$ cat src/rtl/pe_col_pipelined.sv
// PE column: AND-accumulates literal beats per (stage,slot) entry,
// then reduces finished clauses through a 2-stage OR tree.
module pe_col_pipelined #(
  parameter int N_PATCH   = 58,
  parameter int N_ELEMENT = 4,
  parameter int N_SLOT    = 2,
  parameter int OR_CHUNK  = 32,
  localparam int SW = $clog2(N_ELEMENT),
  localparam int LW = $clog2(N_SLOT),
  localparam int NE = N_ELEMENT * N_SLOT
) (
  input  logic               clk,
  input  logic               rst_n,
  input  logic               clear,
  input  logic               in_valid,
  output logic               in_ready,
  input  logic [SW-1:0]      in_stage,
  input  logic [LW-1:0]      in_slot,
  input  logic               in_first,
  input  logic               in_last,
  input  logic               in_inv,
  input  logic [N_PATCH-1:0] in_literal,
  output logic               res_valid,
  input  logic               res_ready,
  output logic [SW-1:0]      res_stage,
  output logic [LW-1:0]      res_slot,
  output logic               res_fire,
  output logic [NE-1:0]      patch_result,
  output logic               err_no_first
);

  localparam int EW = SW + LW;
  localparam int NC = (N_PATCH + OR_CHUNK - 1) / OR_CHUNK;
  localparam int PW = NC * OR_CHUNK;

  logic [N_PATCH-1:0] spad [NE];
  logic [NE-1:0]      ev;

  logic               fire;
  logic [EW-1:0]      e;
  logic               open;
  logic [N_PATCH-1:0] lit;
  logic [N_PATCH-1:0] nxt;
  logic [PW-1:0]      pad;
  logic [NC-1:0]      chunk_or;

  logic               s1_valid;
  logic [NC-1:0]      s1_chunk;
  logic [SW-1:0]      s1_stage;
  logic [LW-1:0]      s1_slot;
  logic [EW-1:0]      s1_e;
  logic               s2_take;
  logic               s1_adv;

  assign fire     = in_valid & in_ready;
  assign e        = {in_stage, in_slot};
  assign s1_e     = {s1_stage, s1_slot};
  assign s2_take  = ~res_valid | res_ready;
  assign s1_adv   = s1_valid & s2_take;
  assign in_ready = ~s1_valid | s2_take;

  // Beat datapath: next AND value and first-level OR chunks
  always_comb begin
    lit  = in_inv ? ~in_literal : in_literal;
    open = ev[e] & ~clear;
    nxt  = (in_first | ~open) ? lit : (lit & spad[e]);
    pad  = '0;
    pad[N_PATCH-1:0] = nxt;
    for (int k = 0; k < NC; k++) begin
      chunk_or[k] = |pad[k*OR_CHUNK +: OR_CHUNK];
    end
  end

  // Scratchpad storage (no reset; guarded by entry-valid bits)
  always_ff @(posedge clk) begin
    if (fire) spad[e] <= nxt;
  end

  // Entry-valid bits and sticky missing-first flag
  always_ff @(posedge clk or negedge rst_n) begin
    if (!rst_n) begin
      ev           <= '0;
      err_no_first <= 1'b0;
    end else if (clear) begin
      ev           <= '0;
      err_no_first <= 1'b0;
    end else if (fire) begin
      ev[e] <= ~in_last;
      if (~in_first & ~ev[e]) err_no_first <= 1'b1;
    end
  end

  // Stage 1: capture chunk ORs of a finished clause
  always_ff @(posedge clk or negedge rst_n) begin
    if (!rst_n) begin
      s1_valid <= 1'b0;
      s1_chunk <= '0;
      s1_stage <= '0;
      s1_slot  <= '0;
    end else if (fire & in_last) begin
      s1_valid <= 1'b1;
      s1_chunk <= chunk_or;
      s1_stage <= in_stage;
      s1_slot  <= in_slot;
    end else if (s1_adv) begin
      s1_valid <= 1'b0;
    end
  end

  // Stage 2: final OR into the held result register
  always_ff @(posedge clk or negedge rst_n) begin
    if (!rst_n) begin
      res_valid <= 1'b0;
      res_fire  <= 1'b0;
      res_stage <= '0;
      res_slot  <= '0;
    end else if (s1_adv) begin
      res_valid <= 1'b1;
      res_fire  <= |s1_chunk;
      res_stage <= s1_stage;
      res_slot  <= s1_slot;
    end else if (res_ready) begin
      res_valid <= 1'b0;
    end
  end

  // Per-entry copy of the last result, loaded with stage 2
  always_ff @(posedge clk or negedge rst_n) begin
    if (!rst_n) begin
      patch_result <= '0;
    end else if (clear) begin
      patch_result <= '0;
    end else if (s1_adv) begin
      patch_result[s1_e] <= |s1_chunk;
    end
  end

endmodule
$ cat config.mk
export PLATFORM = sky130hd
export DESIGN_NAME = pe_col_pipelined
export DESIGN_NICKNAME = d
export VERILOG_FILES = /design/src/rtl/pe_col_pipelined.sv
export SDC_FILE = /design/constraint.sdc
export NUM_CORES = 1
export LEC_CHECK = 0
export ABC_AREA = 1
export CORE_MARGIN = 1.5
export CORE_UTILIZATION = 30
export CTS_CLUSTER_DIAMETER = 60
export DETAILED_ROUTE_END_ITERATION = 10
export PLACE_DENSITY = 0.41
export SYNTH_ARGS = -nofsm -noshare
export SYNTH_HDL_FRONTEND = slang
export SYNTH_SLANG_ARGS = --single-unit
$ cat constraint.sdc
create_clock -name clk -period 9.17 [get_ports clk]
set_input_delay 1.834 -clock clk [delete_from_list [all_inputs] [get_ports clk]]
set_output_delay 1.834 -clock clk [all_outputs]
set_load 0.01 [all_outputs]
==> summary.md <==
| Metric | Value |
|---|---|
| Status | finished, final reports clean |
| I/O Buffers | 83 |
| Vias in the first global route | 14250 |
| Post-synthesis sequential area ratio | 0.6855 |
| Total core area | 70270 µm² |
| WP data arrival | 5.61 ns |
| Final-layout fill cell count | 7021 |
| Clock Tree Buf Depth | 3 |
| Worst Reg2Reg Path Length in Cells | 4 |
| Yosys warning total | 0 |
| P_leak | 9.909 nW |
| DRC | 0 |
| Total negative slack | 0 ns |
| HP Class | reg2reg |
| Share of layout cells above drive strength 1 | 0.05306 |
| Max-cap violations | 0 |
| Crit-path max FO | 62 |
| ANT cells | 0 |
| Area Growth Syn to Fin | 16.19% |
| R2R Path End | spad[0][38] |
| Routed len/inst | 18.53 µm |
| Setup Skew | 0.01234 ns |
| Cts bufs inserted | 56 |
| Non-Filler Instances | 3126 |
| Largest net degree at the start of global routing | 86 |
| Via count | 13980 |
| Starting Density | 0.3038 |
| Horiz. Die Dim | 269.8 µm |
| Min Clock Period, post-route | 5.075 ns |
| CTS tree | done |
| Die extent in y | 269.8 µm |
| Crit path capture type | register |
| Hpwl dp | 30360 µm |
| Final worst path period share | 0.5534 |
| Cell total after placement | 3022 |
| Slew @ Worst Pin | 1.090 ns |
| Synthesized flop and latch total | 492 |
| Worst reg2reg setup slack | 6.05 ns |
| CTS resizes | 0 |
| Hold Path Sink | s1_chunk[0] |
| # setup viols final | 0 |
| Placer Congestion | 0.7289 |
| Final net count | 2209 |
| Synthesized net count | 2150 |
| First-pass GRT wire length | 89010 µm |
| Syn_area_per_cell | 10.26 µm² |
| Worst hold start | s1_chunk[0] |
| Clock Pin Slew Worst Setup and Hold Paths | 0.06 ns |
| Worst setup SP type | primary input |
| Final WL | 57920 µm |
| FP Rows | 97 |
| Clk root buf | clkbuf_16 |
| Sink Count | 492 |
| Final Hold Fails | 0 |
| Worst Hold Depth | 2 |
| F_max | 0.1971 GHz |
| Worst-Skew Late Latency | 0.62 ns |
| RSZ-0062 raised after global routing | false |
| I/O pins | 84 |
| Post-synthesis cell count | 2081 |
| Crit Path Class | in2reg |
| Max Slew Vio Count | 0 |
| Synthesized area | 21350 µm² |
| H-Tree Depth | 2 |
| Die Area | 72770 µm² |
| Setup Buffers After CTS | 0 |
| ANT nets after route | 0 |
| Worst EP required | 9.70 ns |
| Cts hold-fix bufs | 0 |
| GRT Total Usage | 0.1601 |
| P per Cell Area | 208.7 nW/µm² |
| Vias per cell | 4.473 |
| Congestion Overflow GR | 0 |
| FF-to-FF Start | res_valid |
| Antenna violations before repair | 0 |
| Worst vdd ir | 133.2 µV |
| Synth cell types | 31 |
| Initial DRC count | 799 |
| Slew margin rel. | 0.2735 |
| Drt pass-1 iters | 5 |
how the worst max path moves through the flow:
stage | end | depth (start not counted) | slack [ns] | startpoint
2_1_floorplan | ev[5] | 7 | 0.34 | in_slot
3_3_place_gp | s1_chunk[1] | 13 | 3.35 | in_stage[0]
3_5_place_dp | s1_chunk[1] | 13 | 3.36 | in_stage[0]
4_1_cts | s1_chunk[1] | 13 | 4.01 | in_stage[0]
5_1_grt | s1_chunk[1] | 13 | 3.84 | in_stage[0]
6_report | s1_chunk[1] | 13 | 4.10 | in_stage[0]
flip-flops by register name, summed over array words and instances, names as in the netlist, 2 cells and up:
register	count
ev	8
patch_result	8
res_stage	2
s1_chunk	2
s1_stage	2
spad	464
kinds of logic (layout without fill, tap and decap cells):
kind of cell              count (synthesis)  count (layout)  synth area share
AOI/OAI and AO/OA                       190             190           0.04642
xor gates and xnor gates                 58              58           0.02380
buffers and inverters                   203             308           0.04167
DFF                                     492             492            0.6855
and+or+nand+nor                        1138            1138            0.2026
cell usage after synthesis, drive strengths merged:
library cell	instances	area (µm²)
buf	74	402.9
clkbuf	30	112.6
xor2	53	464.2
nor3	4	20.02
o21bai	5	52.55
inv	99	374.1
nor4	2	12.51
dfrtp	28	700.7
a21boi	1	7.510
or2	2	12.52
nand3b	1	7.510
a211oi	4	30.03
nand3	6	30.03
a21oi	83	415.4
nor2	40	160.2
xnor2	5	43.79
nand2	1076	4039
nand4	7	43.79
o21ai	97	485.5
edfxtp	464	13930
power by group:
part | switching, W | internal [W] | total, W
combinational | 0.000320 | 0.000125 | 0.000446
clock | 0.000898 | 0.00125 | 0.00215
sequential | 0.0000172 | 0.00257 | 0.00258
total | 0.00124 | 0.00394 | 0.00518
layout by cell type (no fill, tap or decap), drive strengths merged, types with 5 or more instances in the layout:
| cell type | instances |
|---|---|
| a21oi | 83 |
| o21ai | 97 |
| o21bai | 5 |
| buf | 26 |
| clkinv | 21 |
| inv | 101 |
| nand3 | 6 |
| nor2 | 40 |
| clkdlybuf4s50 | 79 |
| clkbuf | 76 |
| xor2 | 53 |
| dfrtp | 28 |
| edfxtp | 464 |
| nand2 | 1076 |
| nand4 | 7 |
| xnor2 | 5 |
critical path, cell delays in order:
cell      delay (ns)
buf_4           0.66
buf_4           0.77
nor2_1          0.11
nand3_1         0.09
nand2_1         0.09
o21bai_4        0.78
buf_4           0.48
o21ai_0         0.22
nand2_1         0.16
nor2_1          0.06
nand2_1         0.07
nor2_1          0.06
a21boi_1        0.11
routing by layer:
layer | track usage | up-vias | routed length, µm
met5 | 0 | - | 0
met4 | 0.04095 | 0 | 1135
met3 | 0.02173 | 74 | 1876
met2 | 0.2684 | 206 | 27720
met1 | 0.2178 | 6767 | 27190
li1 | - | 6935 | -
metrics by stage:
stage / utilization / total power (W) / hold WS [ns] / cell area (µm²) / setup slack [ns]
floorplan: - / 0.002899 / 0.4498 / 21350 / 0.3374
global placement: 0.3281 / 0.003085 / 0.4864 / 23060 / 3.346
detailed placement: 0.3281 / 0.003089 / 0.4708 / 23060 / 3.362
CTS: 0.3530 / 0.005255 / 0.4911 / 24810 / 4.009
global route: 0.3530 / 0.005389 / 0.5257 / 24810 / 3.844
finish: 0.3530 / 0.005176 / 0.4961 / 24810 / 4.095
final cells by class:
class | instances | area [µm²] | share of cell area
Tap cell | 940 | 1176 | 0.04742
Timing Repair Buffer | 105 | 987.2 | 0.03980
Clock buffer | 76 | 1538 | 0.06199
Clock inverter | 28 | 209.0 | 0.008424
Multi-Input combinational cell | 1386 | 5882 | 0.2371
Inverter | 99 | 379.1 | 0.01528
Sequential cell | 492 | 14630 | 0.5900
No activity file was read; power rests on OpenSTA's default activity.
